===== src/rtl/decode_stage_if.sv =====
// decode_stage_if: fetch handshake, write-back port and ID/EX bundle of the decode stage
interface decode_stage_if #(parameter int DATA_W = 32, parameter int REG_AW = 5);
    logic              in_valid;
    logic              in_ready;
    logic [31:0]       Inst;
    logic [31:0]       pc_in;
    logic              flush;
    logic              out_valid;
    logic              out_ready;
    logic              wb_en;
    logic [REG_AW-1:0] wb_addr;
    logic [DATA_W-1:0] wb_data;
    logic [31:0]       pc_out;
    logic [DATA_W-1:0] rs_val;
    logic [DATA_W-1:0] rt_val;
    logic [31:0]       imm_ext;
    logic [31:0]       jump_target;
    logic [REG_AW-1:0] dst;
    logic [2:0]        alu_op;
    logic              alu_src_imm;
    logic              reg_wr;
    logic              mem_rd;
    logic              mem_wr;
    logic              branch;
    logic              jump;
    logic              illegal;
    modport slave (
        input  in_valid, Inst, pc_in, flush, out_ready, wb_en, wb_addr, wb_data,
        output in_ready, out_valid, pc_out, rs_val, rt_val, imm_ext, jump_target, dst, alu_op,
               alu_src_imm, reg_wr, mem_rd, mem_wr, branch, jump, illegal
    );
    modport master (
        output in_valid, Inst, pc_in, flush, out_ready, wb_en, wb_addr, wb_data,
        input  in_ready, out_valid, pc_out, rs_val, rt_val, imm_ext, jump_target, dst, alu_op,
               alu_src_imm, reg_wr, mem_rd, mem_wr, branch, jump, illegal
    );
endinterface


===== src/rtl/decode_stage.sv =====
// decode_stage: register file read, instruction decode and registered ID/EX bundle
module decode_stage #(
    parameter int DATA_W = 32,
    parameter int REG_AW = 5
) (
    input logic          clk,
    input logic          reset,
    decode_stage_if.slave bus
);
    localparam int NREG = 1 << REG_AW;
    logic [DATA_W-1:0] rf [NREG];
    logic [5:0]        op, funct;
    logic [REG_AW-1:0] rs_a, rt_a, rd_a;
    logic [DATA_W-1:0] rs_rd, rt_rd;
    logic              xfer;
    logic [REG_AW-1:0] dst_d;
    logic [2:0]        alu_d;
    logic              src_d, wr_d, mrd_d, mwr_d, br_d, j_d, ill_d;
    assign op    = bus.Inst[31:26];
    assign funct = bus.Inst[5:0];
    assign rs_a  = REG_AW'(bus.Inst[25:21]);
    assign rt_a  = REG_AW'(bus.Inst[20:16]);
    assign rd_a  = REG_AW'(bus.Inst[15:11]);
    assign bus.in_ready = !bus.out_valid || bus.out_ready;
    assign xfer = bus.in_valid && bus.in_ready;
    assign rs_rd = (bus.wb_en && bus.wb_addr == rs_a && bus.wb_addr != '0) ? bus.wb_data : rf[rs_a];
    assign rt_rd = (bus.wb_en && bus.wb_addr == rt_a && bus.wb_addr != '0) ? bus.wb_data : rf[rt_a];
    // Opcode/funct decode; illegal encodings leave every control output at 0
    always_comb begin
        dst_d = '0;
        alu_d = 3'd0;
        src_d = 1'b0;
        wr_d  = 1'b0;
        mrd_d = 1'b0;
        mwr_d = 1'b0;
        br_d  = 1'b0;
        j_d   = 1'b0;
        ill_d = 1'b0;
        case (op)
            6'h00: begin
                case (funct)
                    6'h20: alu_d = 3'd0;
                    6'h22: alu_d = 3'd1;
                    6'h24: alu_d = 3'd2;
                    6'h25: alu_d = 3'd3;
                    6'h2A: alu_d = 3'd4;
                    default: ill_d = 1'b1;
                endcase
                wr_d  = !ill_d;
                dst_d = ill_d ? '0 : rd_a;
            end
            6'h08: begin src_d = 1'b1; wr_d = 1'b1; dst_d = rt_a; end
            6'h23: begin src_d = 1'b1; wr_d = 1'b1; mrd_d = 1'b1; dst_d = rt_a; end
            6'h2B: begin src_d = 1'b1; mwr_d = 1'b1; end
            6'h04: begin alu_d = 3'd1; br_d = 1'b1; end
            6'h02: j_d = 1'b1;
            default: ill_d = 1'b1;
        endcase
    end
    // ID/EX bundle: load on transfer, hold on stall, drop valid on drain or flush
    always_ff @(posedge clk) begin
        if (reset) begin
            bus.out_valid   <= 1'b0;
            bus.pc_out      <= '0;
            bus.rs_val      <= '0;
            bus.rt_val      <= '0;
            bus.imm_ext     <= '0;
            bus.jump_target <= '0;
            bus.dst         <= '0;
            bus.alu_op      <= '0;
            bus.alu_src_imm <= 1'b0;
            bus.reg_wr      <= 1'b0;
            bus.mem_rd      <= 1'b0;
            bus.mem_wr      <= 1'b0;
            bus.branch      <= 1'b0;
            bus.jump        <= 1'b0;
            bus.illegal     <= 1'b0;
        end else if (bus.flush) begin
            bus.out_valid <= 1'b0;
        end else if (xfer) begin
            bus.out_valid   <= 1'b1;
            bus.pc_out      <= bus.pc_in;
            bus.rs_val      <= rs_rd;
            bus.rt_val      <= rt_rd;
            bus.imm_ext     <= {{16{bus.Inst[15]}}, bus.Inst[15:0]};
            bus.jump_target <= {bus.pc_in[31:28], bus.Inst[25:0], 2'b00};
            bus.dst         <= dst_d;
            bus.alu_op      <= alu_d;
            bus.alu_src_imm <= src_d;
            bus.reg_wr      <= wr_d;
            bus.mem_rd      <= mrd_d;
            bus.mem_wr      <= mwr_d;
            bus.branch      <= br_d;
            bus.jump        <= j_d;
            bus.illegal     <= ill_d;
        end else if (bus.out_ready) begin
            bus.out_valid <= 1'b0;
        end
    end
    // Register file write port; register 0 is never written so it always reads 0
    always_ff @(posedge clk) begin
        if (reset) begin
            for (int i = 0; i < NREG; i++) rf[i] <= '0;
        end else if (bus.wb_en && bus.wb_addr != '0) begin
            rf[bus.wb_addr] <= bus.wb_data;
        end
    end
endmodule


===== src/flat_wrapper.sv =====
// flat-port wrapper written by rule: the top's interface ports become plain ports
module decode_stage_flat 
#(
    parameter int DATA_W = 32,
    parameter int REG_AW = 5
)
  (clk, reset, bus_in_valid, bus_Inst, bus_pc_in, bus_flush, bus_out_ready, bus_wb_en, bus_wb_addr, bus_wb_data, bus_in_ready, bus_out_valid, bus_pc_out, bus_rs_val, bus_rt_val, bus_imm_ext, bus_jump_target, bus_dst, bus_alu_op, bus_alu_src_imm, bus_reg_wr, bus_mem_rd, bus_mem_wr, bus_branch, bus_jump, bus_illegal);
  decode_stage_if #(.DATA_W(DATA_W), .REG_AW(REG_AW)) bus_i ();
  input logic clk;
  input logic reset;
  input wire logic [$bits(bus_i.in_valid)-1:0] bus_in_valid;
  input wire logic [$bits(bus_i.Inst)-1:0] bus_Inst;
  input wire logic [$bits(bus_i.pc_in)-1:0] bus_pc_in;
  input wire logic [$bits(bus_i.flush)-1:0] bus_flush;
  input wire logic [$bits(bus_i.out_ready)-1:0] bus_out_ready;
  input wire logic [$bits(bus_i.wb_en)-1:0] bus_wb_en;
  input wire logic [$bits(bus_i.wb_addr)-1:0] bus_wb_addr;
  input wire logic [$bits(bus_i.wb_data)-1:0] bus_wb_data;
  output wire logic [$bits(bus_i.in_ready)-1:0] bus_in_ready;
  output wire logic [$bits(bus_i.out_valid)-1:0] bus_out_valid;
  output wire logic [$bits(bus_i.pc_out)-1:0] bus_pc_out;
  output wire logic [$bits(bus_i.rs_val)-1:0] bus_rs_val;
  output wire logic [$bits(bus_i.rt_val)-1:0] bus_rt_val;
  output wire logic [$bits(bus_i.imm_ext)-1:0] bus_imm_ext;
  output wire logic [$bits(bus_i.jump_target)-1:0] bus_jump_target;
  output wire logic [$bits(bus_i.dst)-1:0] bus_dst;
  output wire logic [$bits(bus_i.alu_op)-1:0] bus_alu_op;
  output wire logic [$bits(bus_i.alu_src_imm)-1:0] bus_alu_src_imm;
  output wire logic [$bits(bus_i.reg_wr)-1:0] bus_reg_wr;
  output wire logic [$bits(bus_i.mem_rd)-1:0] bus_mem_rd;
  output wire logic [$bits(bus_i.mem_wr)-1:0] bus_mem_wr;
  output wire logic [$bits(bus_i.branch)-1:0] bus_branch;
  output wire logic [$bits(bus_i.jump)-1:0] bus_jump;
  output wire logic [$bits(bus_i.illegal)-1:0] bus_illegal;
  assign bus_i.in_valid = bus_in_valid;
  assign bus_i.Inst = bus_Inst;
  assign bus_i.pc_in = bus_pc_in;
  assign bus_i.flush = bus_flush;
  assign bus_i.out_ready = bus_out_ready;
  assign bus_i.wb_en = bus_wb_en;
  assign bus_i.wb_addr = bus_wb_addr;
  assign bus_i.wb_data = bus_wb_data;
  assign bus_in_ready = bus_i.in_ready;
  assign bus_out_valid = bus_i.out_valid;
  assign bus_pc_out = bus_i.pc_out;
  assign bus_rs_val = bus_i.rs_val;
  assign bus_rt_val = bus_i.rt_val;
  assign bus_imm_ext = bus_i.imm_ext;
  assign bus_jump_target = bus_i.jump_target;
  assign bus_dst = bus_i.dst;
  assign bus_alu_op = bus_i.alu_op;
  assign bus_alu_src_imm = bus_i.alu_src_imm;
  assign bus_reg_wr = bus_i.reg_wr;
  assign bus_mem_rd = bus_i.mem_rd;
  assign bus_mem_wr = bus_i.mem_wr;
  assign bus_branch = bus_i.branch;
  assign bus_jump = bus_i.jump;
  assign bus_illegal = bus_i.illegal;
  decode_stage #(.DATA_W(DATA_W), .REG_AW(REG_AW)) u_core (.clk(clk), .reset(reset), .bus(bus_i));
endmodule

===== config.mk =====
export PLATFORM = sky130hd
export DESIGN_NAME = decode_stage_flat
export DESIGN_NICKNAME = d
export VERILOG_FILES = /design/src/rtl/decode_stage_if.sv /design/src/rtl/decode_stage.sv /design/src/flat_wrapper.sv
export SDC_FILE = /design/constraint.sdc
export NUM_CORES = 2
export LEC_CHECK = 0
export ABC_CLOCK_PERIOD_IN_PS = 2200
export BUFFER_PORTS_ARGS = -buffer_cell sky130_fd_sc_hd__buf_2
export CAP_MARGIN = 20
export CORE_ASPECT_RATIO = 1.2
export CORE_MARGIN = 1.5
export CORE_UTILIZATION = 28
export DETAILED_ROUTE_END_ITERATION = 12
export GPL_TIMING_DRIVEN = 1
export PLACE_DENSITY_LB_ADDON = 0.1
export RECOVER_POWER = 50
export SLEW_MARGIN = 15
export SYNTH_ARGS = -nofsm -noshare
export SYNTH_HDL_FRONTEND = slang
export SYNTH_SLANG_ARGS = --single-unit

===== constraint.sdc =====
create_clock -name clk -period 2.2 [get_ports clk]
set_input_delay 0.33 -clock clk [delete_from_list [all_inputs] [get_ports clk]]
set_output_delay 0.33 -clock clk [all_outputs]
set_load 0.01 [all_outputs]

==> results.tsv <==
metric	value	unit
I/O Buffers	281	
reg2reg path depth	6	
gr ovfl total	0	
IO Count	284	
Mapped Cells	4548	
via count	44100	
Worst setup EP type	flop	
CP max stage cell	or2_2	
post-synthesis register bit count	1162	
WP buf/inv	4	
Req. time, crit path	2.71	ns
endpoints failing hold	0	
Final Cell Area	75900	sq um
HPWL after detailed placement	206000	um
Yosys top cell area share	50.5	%
Die X	429	um
worst min path class	in -> reg	
Most used DFF post-synth	edfxtp_1	
FFs w/ async S/R, synth	0	%
worst-path cell chain	clkbuf_1, nand2b_1, clkbuf_4, nor2_1, nand3b_1, clkbuf_1, nor2_1, or2_2, buf_12	
MaxCap Viol Count	0	
Die Y	514	um
Sum Neg Setup Slack	-0.759	ns
# rows	187	
Final Cycle Share	102	%
number of global-route vias before repair	43900	
CTS tree	done	
Max Transition Viols Final	0	
CTS root buf	clkbuf_16	
Startpoint Class	input pin	
commonest cells after routing, fill and taps aside	edfxtp_1 (1024), and2_1 (835), mux2i_1 (481)	
initial drt markers	4792	
reg-to-reg startpoint	u_core.rf[31][17]	
DRC errors left	0	
first drt pass iteration count	5	
status	finished, violations left	
final setup vio count	39	
minimum clock period	2.25	ns
largest net degree at the start of global routing	89	
Starting Density	28.2	%
Setup CP Type	in -> reg	
reg2reg end	u_core.bus.rt_val[17]	
CP peak stage delay	0.50	ns
worst-case clock buffer depth	3	
worst-skew pair later-pin latency	0.82	ns
nets	5360	
critical path arrival	2.76	ns
Avg Cell Area, Syn	13.4	sq um
CP top delay family	simple AND/OR/NAND/NOR gates	
Synth area leader	edfxtp_1	
gr usage total	26.9	%
Power Density	764	nW/um^2
EDFF count, synth	1024	
most common cell after layout, fill and taps aside	edfxtp_1	
Lkg Pwr	0.0283	uW
Ys Warns	0	
post-synthesis sequential area ratio	55.0	%
RSZ-0062 raised after global routing	no	
Slew HR	24.4	%
Hold Path Stages	3	
f_max	444	MHz
Via density	5.37	
global-route wire length before repair	401000	um
Total Power	58000	uW
Hold Crit Start	bus_wb_data[6]	
layout cell share with drive strength beyond 1	28.6	%
top post-synthesis cells by area	edfxtp_1 (50%), mux4_2 (12%), and2_1 (10%), mux2i_1 (7.9%), dfxtp_1 (4.5%)	
CTS Sinks	1162	
fill count	20800	
cts bufs inserted	136	
synthesized area	60900	sq um
fin util	35.1	%
antenna violations before repair	56	
core box area	216000	sq um
die area	220000	sq um
failing checks	setup timing	
worst setup margin	-0.0501	ns
WL/cell	36.7	um
Final ANT Viol Nets	0	
Worst-Margin Slew	1.13	ns
endpoint of the worst hold-timing path	u_core.bus.rs_val[6]	
drt total wl	301000	um
Placement Cell Area	71800	sq um
Crit Path Max Fanout	10	
Area Growth Syn to Fin	24.5	%
GP Congestion	0.877	
count of cell types in the netlist	61	
r2r setup slk	0.02	ns
clk slew on worst S/H paths	0.06	ns
H-tree levels	4	
Worst Skew	0.0239	ns
maximum vdd drop	0.838	mV
==> through the flow <==
| stage | std cells | hold WS [ns] | worst slack, ns |
|---|---|---|---|
| after global routing | 8206 | 0.0295 | 0.00685 |
| after global placement | 7883 | 0.430 | -0.922 |
| after CTS | 8200 | 0.00145 | 0.00790 |
| after floorplan | 4581 | 0.407 | 0.00609 |
| final | 8220 | 0.0372 | -0.0501 |
| after detailed placement | 7883 | 0.444 | -0.882 |
==> Yosys cell counts (all sizes together) (57+ instances only) <==
library cell and count:
and2 997, mux2i 481, clkbuf 313, a221oi 72
dfxtp 138, edfxtp 1024, o21ai 57, a21oi 193
nor2 126, a22oi 142, buf 190, nand2 173
mux4 330
==> power by group <==
group	switching [uW]	internal, uW	total, uW	leakage [uW]
combinational	4730	3370	8100	0.0152
sequential	762	25200	26000	0.0109
clock	10200	13800	23900	0.00222
==> worst register-to-register path, stage by stage, from the launching register on <==
cell       delay, ns
edfxtp_1        0.38
mux4_2          0.51
nor3b_1         0.20
a21oi_1         0.10
a2111oi_0       0.59
buf_4           0.24
nor4_1          0.04
==> flip-flops by register name, indices dropped and copies added (netlist names) <==
name / cells
u_core.bus.out_valid: 1
u_core.bus.rt_val: 32
u_core.bus.dst: 5
u_core.bus.branch: 1
u_core.bus.jump: 1
u_core.bus.jump_target: 12
u_core.bus.rs_val: 32
u_core.bus.alu_src_imm: 1
u_core.bus.pc_out: 31
u_core.bus.imm_ext: 15
u_core.bus.illegal: 1
u_core.bus.reg_wr: 1
u_core.bus.mem_wr: 1
u_core.rf: 1024
u_core.bus.alu_op: 3
u_core.bus.mem_rd: 1
==> layout make-up <==
class,instances,area [sq um],share of cell area (%)
Sequential cell,1162,33500,44.2
Multi-Input combinational cell,2911,25200,33.2
Timing Repair Buffer,1037,8950,11.8
Clock buffer,185,3760,4.96
Tap cell,2835,3550,4.67
Clock inverter,65,818,1.08
Antenna cell,20,50.0,0.0660
Inverter,5,18.8,0.0247
==> per-layer routing <==
metal / part of all wire, % / vias up / GRT usage, %
met5: 0.018 / - / 0
met4: 4.9 / 8 / 11.0
met3: 5.8 / 482 / 3.53
met2: 49 / 1929 / 46.1
met1: 41 / 23200 / 34.1
li1: - / 18500 / -
==> logic make-up (layout without fill, tap and decap cells) <==
logic type / count (synthesis) / count (layout) / synth area share (%)
xor+xnor: 10 / 10 / 0.144
mux: 819 / 819 / 20.2
compound gates: 604 / 604 / 6.92
other cells: 1 / 54 / 0.00615
buf+inv: 508 / 1292 / 4.12
simple gates: 1443 / 1443 / 13.6
flops: 1162 / 1162 / 55.0
fa+ha+maj: 1 / 1 / 0.0164
==> how the worst max path moves through the flow <==
stage / from / depth (start not counted) / slack, ns / endpoint
after global routing: reset / 5 / 0.007 / u_core.rf[19][18]
after floorplan: bus_Inst[17] / 8 / 0.006 / u_core.bus.rt_val[17]
after CTS: u_core.rf[31][17] / 6 / 0.008 / u_core.bus.rt_val[17]
final: reset / 9 / -0.05 / u_core.rf[20][13]
after global placement: bus_Inst[23] / 10 / -0.92 / u_core.bus.rs_val[13]
after detailed placement: bus_Inst[23] / 10 / -0.88 / u_core.bus.rs_val[13]
==> repair_timing <==
action,CTS,global route
buffers inserted,0,0
pin swaps,0,0
hold buffers,67,0
resized for setup,5,5
endpoints found under the setup margin,4,5
hold endpoints to repair,97,0
No activity file was read; power rests on OpenSTA's default activity.
